**src/rtl/shiftx_pkg.sv**
```systemverilog
// Shared definitions for the shiftx scan controller and its slice extractor:
// FSM state encoding, default widths and the taint-join helper.
package shiftx_pkg;

  typedef enum logic {
    IDLE = 1'b0,
    RUN  = 1'b1
  } state_t;

  localparam int DEF_A_WIDTH   = 32;
  localparam int DEF_Y_WIDTH   = 8;
  localparam int DEF_B_WIDTH   = 6;
  localparam int DEF_CNT_WIDTH = 4;
  localparam int DEF_T_WIDTH   = 32;

  // Labels up to this width can be joined; callers zero-extend and truncate.
  localparam int TAINT_MAX = 64;

  function automatic logic [TAINT_MAX-1:0] taint_join(
    input logic [TAINT_MAX-1:0] lhs,
    input logic [TAINT_MAX-1:0] rhs
  );
    return lhs | rhs;
  endfunction

endpackage

```
**src/rtl/shiftx_slice.sv**
```systemverilog
// Pure combinational zero-filling extractor: y[i] = a[off+i] when in range,
// else 0; the label joins the data taint and the offset taint.
module shiftx_slice
  import shiftx_pkg::*;
#(
  parameter int A_WIDTH = DEF_A_WIDTH,
  parameter int Y_WIDTH = DEF_Y_WIDTH,
  parameter int B_WIDTH = DEF_B_WIDTH,
  parameter int T_WIDTH = DEF_T_WIDTH
) (
  input  logic [A_WIDTH-1:0] a,
  input  logic [T_WIDTH-1:0] a_t,
  input  logic [B_WIDTH-1:0] off,
  input  logic [T_WIDTH-1:0] off_t,
  output logic [Y_WIDTH-1:0] y,
  output logic [T_WIDTH-1:0] y_t
);

  // A logical right shift never wraps the offset and shifts in zeros, which
  // is exactly the zero fill for bit positions at or beyond A_WIDTH.
  always_comb begin
    y   = Y_WIDTH'(a >> off);
    y_t = T_WIDTH'(taint_join(TAINT_MAX'(a_t), TAINT_MAX'(off_t)));
  end

endmodule

```
**src/rtl/shiftx_scan_ctrl.sv**
```systemverilog
// Scan controller: captures a data word plus (start, stride, count) command and
// emits count tainted slices through a valid/ready output port.
module shiftx_scan_ctrl
  import shiftx_pkg::*;
#(
  parameter int A_WIDTH   = DEF_A_WIDTH,
  parameter int Y_WIDTH   = DEF_Y_WIDTH,
  parameter int B_WIDTH   = DEF_B_WIDTH,
  parameter int CNT_WIDTH = DEF_CNT_WIDTH,
  parameter int T_WIDTH   = DEF_T_WIDTH
) (
  input  logic                 CLK,
  input  logic                 ARST_N,
  input  logic                 in_valid,
  output logic                 in_ready,
  input  logic [A_WIDTH-1:0]   A,
  input  logic [T_WIDTH-1:0]   A_t,
  input  logic [B_WIDTH-1:0]   START,
  input  logic [B_WIDTH-1:0]   STRIDE,
  input  logic [CNT_WIDTH-1:0] COUNT,
  input  logic [T_WIDTH-1:0]   CMD_t,
  input  logic                 abort,
  output logic                 out_valid,
  input  logic                 out_ready,
  output logic [Y_WIDTH-1:0]   Y,
  output logic [T_WIDTH-1:0]   Y_t,
  output logic                 out_last,
  output logic                 busy,
  output logic                 state_dbg
);

  // Handshakes: a transfer happens on a rising edge where valid && ready.
  // in_ready may depend on out_ready/abort combinationally; out_* never
  // depend on in_* combinationally. abort in RUN cancels the presented slice
  // and also blocks a command from being taken on the last-slice cycle.

  state_t               state_q, state_d;
  logic [A_WIDTH-1:0]   a_q;
  logic [T_WIDTH-1:0]   a_t_q;
  logic [T_WIDTH-1:0]   cmd_t_q;
  logic [B_WIDTH-1:0]   stride_q;
  logic [B_WIDTH-1:0]   off_q;
  logic [CNT_WIDTH-1:0] rem_q;

  logic                 is_last;
  logic                 accept;
  logic                 slice_xfer;
  logic [Y_WIDTH-1:0]   y_raw;
  logic [T_WIDTH-1:0]   y_t_raw;

  assign is_last    = (rem_q == CNT_WIDTH'(1));
  assign accept     = in_valid && in_ready;
  assign slice_xfer = (state_q == RUN) && out_ready && !abort;

  always_comb begin
    in_ready = 1'b0;
    case (state_q)
      IDLE:    in_ready = 1'b1;
      RUN:     in_ready = out_ready && is_last && !abort;
      default: in_ready = 1'b0;
    endcase
  end

  // State register
  always_ff @(posedge CLK or negedge ARST_N) begin
    if (!ARST_N) state_q <= IDLE;
    else         state_q <= state_d;
  end

  // Next-state logic
  always_comb begin
    state_d = state_q;
    case (state_q)
      IDLE: begin
        if (in_valid && (COUNT != '0)) state_d = RUN;
      end
      RUN: begin
        if (abort) begin
          state_d = IDLE;
        end else if (out_ready && is_last) begin
          state_d = (in_valid && (COUNT != '0)) ? RUN : IDLE;
        end
      end
      default: state_d = IDLE;
    endcase
  end

  // A new command overrides the counter step on a back-to-back last handshake.
  always_ff @(posedge CLK or negedge ARST_N) begin
    if (!ARST_N) begin
      a_q      <= '0;
      a_t_q    <= '0;
      cmd_t_q  <= '0;
      stride_q <= '0;
      off_q    <= '0;
      rem_q    <= '0;
    end else if (accept) begin
      a_q      <= A;
      a_t_q    <= A_t;
      cmd_t_q  <= CMD_t;
      stride_q <= STRIDE;
      off_q    <= START;
      rem_q    <= COUNT;
    end else if (slice_xfer) begin
      off_q    <= off_q + stride_q;
      rem_q    <= rem_q - CNT_WIDTH'(1);
    end
  end

  shiftx_slice #(
    .A_WIDTH (A_WIDTH),
    .Y_WIDTH (Y_WIDTH),
    .B_WIDTH (B_WIDTH),
    .T_WIDTH (T_WIDTH)
  ) u_slice (
    .a     (a_q),
    .a_t   (a_t_q),
    .off   (off_q),
    .off_t (cmd_t_q),
    .y     (y_raw),
    .y_t   (y_t_raw)
  );

  // Output logic: everything is forced to zero outside RUN.
  always_comb begin
    out_valid = 1'b0;
    out_last  = 1'b0;
    busy      = 1'b0;
    Y         = '0;
    Y_t       = '0;
    if (state_q == RUN) begin
      out_valid = 1'b1;
      out_last  = is_last;
      busy      = 1'b1;
      Y         = y_raw;
      Y_t       = y_t_raw;
    end
  end

  assign state_dbg = state_q;

endmodule
```
**config.mk**
```make
export PLATFORM = sky130hd
export DESIGN_NAME = shiftx_scan_ctrl
export DESIGN_NICKNAME = d
export VERILOG_FILES = /design/src/rtl/shiftx_pkg.sv /design/src/rtl/shiftx_slice.sv /design/src/rtl/shiftx_scan_ctrl.sv
export SDC_FILE = /design/constraint.sdc
export NUM_CORES = 1
export LEC_CHECK = 0
export ABC_AREA = 1
export CORE_ASPECT_RATIO = 0.8
export CORE_UTILIZATION = 45
export DETAILED_ROUTE_END_ITERATION = 7
export HOLD_SLACK_MARGIN = 0.15
export MAX_ROUTING_LAYER = met4
export PLACE_DENSITY = 0.72
export REMOVE_ABC_BUFFERS = 1
export SYNTH_ARGS = -nofsm -noshare
export SYNTH_HDL_FRONTEND = slang
export SYNTH_HIERARCHICAL = 1
export SYNTH_SLANG_ARGS = --single-unit
```
**constraint.sdc**
```tcl
create_clock -name CLK -period 2.4 [get_ports CLK]
set_input_delay 0.24 -clock CLK [delete_from_list [all_inputs] [get_ports CLK]]
set_output_delay 0.24 -clock CLK [all_outputs]
set_load 0.02 [all_outputs]
```
; Word level (Yosys, flattened, before mapping)
; Cells that the tools add are included.
[word_totals]
in_bits = 117
elab_cells = 35
register_bits = 113
output_inout_bits = 45
[op_classes]
n_addsub = 2
eq_ne = 1
muxes = 13
bitwise = 2
shifts = 1
reduce_logical = 9
[ops]
columns = operator, count
row1 = $mux 32, 1
row2 = $or 32x32->32, 1
row3 = $shr 32x6->8, 1
row4 = $mux 6, 2
row5 = $mux 4, 2
row6 = $mux 8, 1
row7 = $add 6x6->6, 1
row8 = $logic_and 1x1->1, 6
row9 = $mux 1, 5
row10 = $eq 4x1->1 const B, 1
row11 = $pmux 1 s2, 2
row12 = $reduce_bool 4->1, 1
row13 = $sub 4x1->4 const B, 1
row14 = $reduce_bool 2->1, 1
row15 = $logic_not 1->1, 1
row16 = $not 1->1, 1

; Logic depth before layout (Yosys ltp)
[logic_depth]
depth_word = 6
ltp_mapped = 12
ltp_nobuf = 12

; Cells and area by module
; Netlist, hierarchy kept.
[by_module_without_submodules]
columns = mod, cells_each, seq_area_each_um2, instances, area_each_um2
row1 = shiftx_scan_ctrl, 638, 2827.7, 1, 5041.1
row2 = shiftx_slice, 334, 0.0, 1, 1520.2

; Worst setup path before layout
; No wires, ideal clock.
[synth_timing]
path_kind = register to output
startpoint = register off_q[2]
endpoint = output port Y[7]
arrival_time_ns = 1.417
slack_ns = 0.743
path_stages_with_launch = 12
t_required_ns = 2.160
path_buffers = 2
path_cell_list = dfrtp_1 > buf_4 > inv_1 > buf_2 > nand3_1 > nand2_1 > nand2_1 > nand2_1 > nand2_1 > nor2_1 > nand2_1 > inv_1
[synth_between]
elab_chain_len = 2
[synth_lines]
columns = item, line_no
row1 = start: declaration, shiftx_scan_ctrl.sv:42  ; logic [B_WIDTH-1:0] off_q;
row2 = start signal: assignment, shiftx_scan_ctrl.sv:105  ; off_q <= off_q + stride_q;
row3 = $shr 32x6->8, shiftx_slice.sv:22  ; y = Y_WIDTH'(a >> off);
row4 = named net y_raw[7], shiftx_scan_ctrl.sv:48  ; logic [Y_WIDTH-1:0] y_raw;
row5 = $mux 8, shiftx_scan_ctrl.sv:131  ; if (state_q == RUN) begin
row6 = end: declaration, shiftx_scan_ctrl.sv:25  ; output logic [Y_WIDTH-1:0] Y,
; The timed path passes the listed nets, and every way through them passes these cells.

; Final worst setup path
[layout_timing]
startpoint = register off_q[0]
endpoint = output port Y[1]
; Same word-level chain as after synthesis.

==> results.toml <==
[outcome]
status = "finished clean"

[routing]
vias_per_cell = 4.971
final_antenna_net_count = 0
wirelength_mm = 18.23
vias = 6602
dr.pass1.iters = 5
drc = 0
drt_iter0_drc = 486
wl_per_cell_um = 13.73

[cts]
clock_latency_ps = 420
cts_sinks = 113
cts_buffers = 17
cts_tree = "yes"
cts-root-buf = "clkbuf_16"
clockBufferDepth = 2
clk_pin_slew_ps = 60
htreeDepth = 4

[run]
cap_viol_max_count = 0

[grt]
antenna_found_initial = 0
grt_pass1_vias = 6133
grt_overflow = 0
grt_usage_pct = 26.25
grt_max_degree = 78
grt_pass1_wl_mm = 29.65

[die]
dieWidth_um = 137.0
start_util_pct = 46.05
coreArea_sq_um = 14250
num_io_pins = 162
placement_rows = 39
fp.dieH_um = 110
dieArea_sq_um = 15070

[power_and_ir_drop]
switching_power_mw = 5.502
leakagePower_nw = 4.901
power.density_nw_per_um2 = 1419
total_power_mw = 12.82
p_seq_share_pct = 26.6
switching_share_pct = 42.91
internal-power_mw = 7.320
ir_drop_v = 0.0007591
p_comb_share_pct = 52.4
clkPwrFrac_pct = 21.1

[synthesis]
synth_commonest_cells = "nand2_1, nand3_1, dfrtp_1, inv_1, or2_2"
synth_top_area_share_pct = 43.10
async_flop_share_pct = 100.0
netlist_instances = 972
synth.distinct_cells = 28
yosys_warnings = 6
syn_area_sq_um = 6561
yosys.area.top_type = "dfrtp_1"
synth-seq-cells = 113
synth_edf_count = 0
yosysMostFrequentCell = "nand2_1"
synthTopCellsByArea = "dfrtp_1, nand2_1, nand3_1"
ys.flop_type = "dfrtp_1"
yosysSeqAreaShare_pct = 43.10
syn-mean-instance-area_sq_um = 6.750

[timing]
skew_ps = 11.73
fin_crit_sh_pct = 95.86
worst_slew_pin_slew_ps = 472.9
relSlewSlack_pct = 68.47
max_freq_ghz = 0.4347
finalSetupViolCount = 0
post-route-min-period_ps = 2301
hold_viol = 0
slew_viol_final = 0

[place]
port_buffers = 161
gp_congestion = 0.9315
hpwlAfterDp_mm = 12.35

[worst_setup_path]
cp_common_cell = "nand2_1"
worst_path_largest_cell_delay_ps = 420
start_kind = "register"
worstPathRequired_ps = 2160
critical_path_buf_inv_count = 4
cp_top_family = "simple AND/OR/NAND/NOR gates"
cpMaxStageDelayCell = "dfrtp_2"
critPathMaxFanout = 10
worstPathArrival_ps = 2060
crit_type = "register to output port"
cp_cell_sequence = "clkinv_4, buf_6, nand2_1, nand3_1, nand3_1, nand2_1, nor2_1, nand2_1, nand2_1, nor2_1, nand2_1, inv_1, buf_2"
worst_setup_path_end_kind = "output port"

[cells_and_area]
diodes = 0
drive_above_1_share_pct = 9.528
syn2layout_area_growth_pct = 37.76
fin_util_pct = 63.44
final_nets = 1256

[worst_hold_path]
hp-class = "input port to async pin"
## worst reg2reg max path, cell delays in order (launching register included)
cell     delay, ps
dfrtp_2        420
buf_8          200
ha_1           190
inv_1           60
fa_1           390
inv_1           70
nand3_1         90
nand3_1        100
nand2_1         50
nand2_1         60
nand2_1         50
nand2_1         70
nand2_1         50
## worst paths after layout
check	start	to	slack, ps	depth (start not counted)
worst max-delay path	off_q[0]$_DFFE_PN0P_	Y[1]	100	13
worst min-delay path	ARST_N	a_t_q[30]$_DFFE_PN0P_	330	2
worst max register to register	off_q[0]$_DFFE_PN0P_	off_q[4]$_DFFE_PN0P_	490	12
worst min register to register	a_t_q[8]$_DFFE_PN0P_	a_t_q[8]$_DFFE_PN0P_	470	2
max in group asynchronous	ARST_N	rem_q[1]$_DFFE_PN0P_	1310	3
min in group CLK	A_t[29]	a_t_q[29]$_DFFE_PN0P_	350	3
## placed cells by master, fill, tap and decap left out, drive strengths merged
cell type and count:
clkbuf 25, clkinvlp 2, nand3 131, a21oi 11, and3 1, fa 1, xor2 2, or2 33
dlymetal6s2s 1, nor2 32, dlygate4sd3 1, nor4 1, nand4 1, inv 74, ha 7, buf 31
nand3b 1, bufinv 3, nand2 503, xnor2 2, clkdlybuf4s50 151, o21a 1, clkinv 4, dfrtp 113
o21ai 12
## routing by layer
metal	track usage (%)	share of wire, %	vias up	wire length [um]
li1	-	-	3315	-
met1	34.98	46	3009	8364
met2	39.79	44	253	8098
met3	7.042	8.6	25	1565
met4	6.436	1.1	0	200
met5	-	0	-	0
## cells by family after synthesis
| family | share of synthesized area [%] |
|---|---|
| AO/OA/AOI/OAI | 1.869 |
| XOR/XNOR | 0.5340 |
| AND/OR/NAND/NOR | 44.45 |
| flip-flops | 43.10 |
| adder cells (fa/ha/maj) | 1.640 |
| buffers and inverters | 8.410 |
## final cells by class
class / count / area [sq um]
repair buffers: 189 / 1901
multi-input cells: 739 / 3182
clock inverters: 12 / 166.4
clock buffers: 20 / 456.7
inverters: 71 / 272.8
flip-flops and latches: 113 / 2830
fillers: 1305 / 5210
well taps: 184 / 230.2
## state kept, by name (all words and copies together) (netlist names)
name	cells
stride_q	6
cmd_t_q	32
a_t_q	32
off_q	6
rem_q	4
state_dbg	1
a_q	32
## repair_timing
action / in CTS / in global routing
hold buffers: 1 / 0
endpoints found under the setup margin: 8 / 9
buffers inserted: 0 / 0
cloned: 0 / 1
resized for setup: 21 / 14
hold endpoints to repair: 33 / 0
## through the flow
step | hold slack [ps] | TNS, ps | worst slack, ps | instance area, sq um | cells
finish | 327.1 | 0 | 99.37 | 9039 | 1328
global route | 354.5 | -0.2727 | -0.2727 | 9039 | 1328
CTS | 338.1 | 0 | 4.229 | 9042 | 1327
detailed placement | 229.5 | 0 | 111.7 | 8401 | 1294
global placement | 228.7 | 0 | 125.4 | 8401 | 1294
floorplan | -55.59 | -116930 | -1168 | 6276 | 923
## power groups by stage
stage | clock, mW | sequential, mW | combinational, mW
CTS | 2.75 | 3.40 | 6.67
global route | 2.83 | 3.53 | 7.52
detailed placement | 0 | 3.40 | 6.65
global placement | 0 | 3.40 | 6.55
floorplan | 0 | 3.42 | 4.13
finish | 2.70 | 3.41 | 6.71
(Power assumes the default switching activity.)
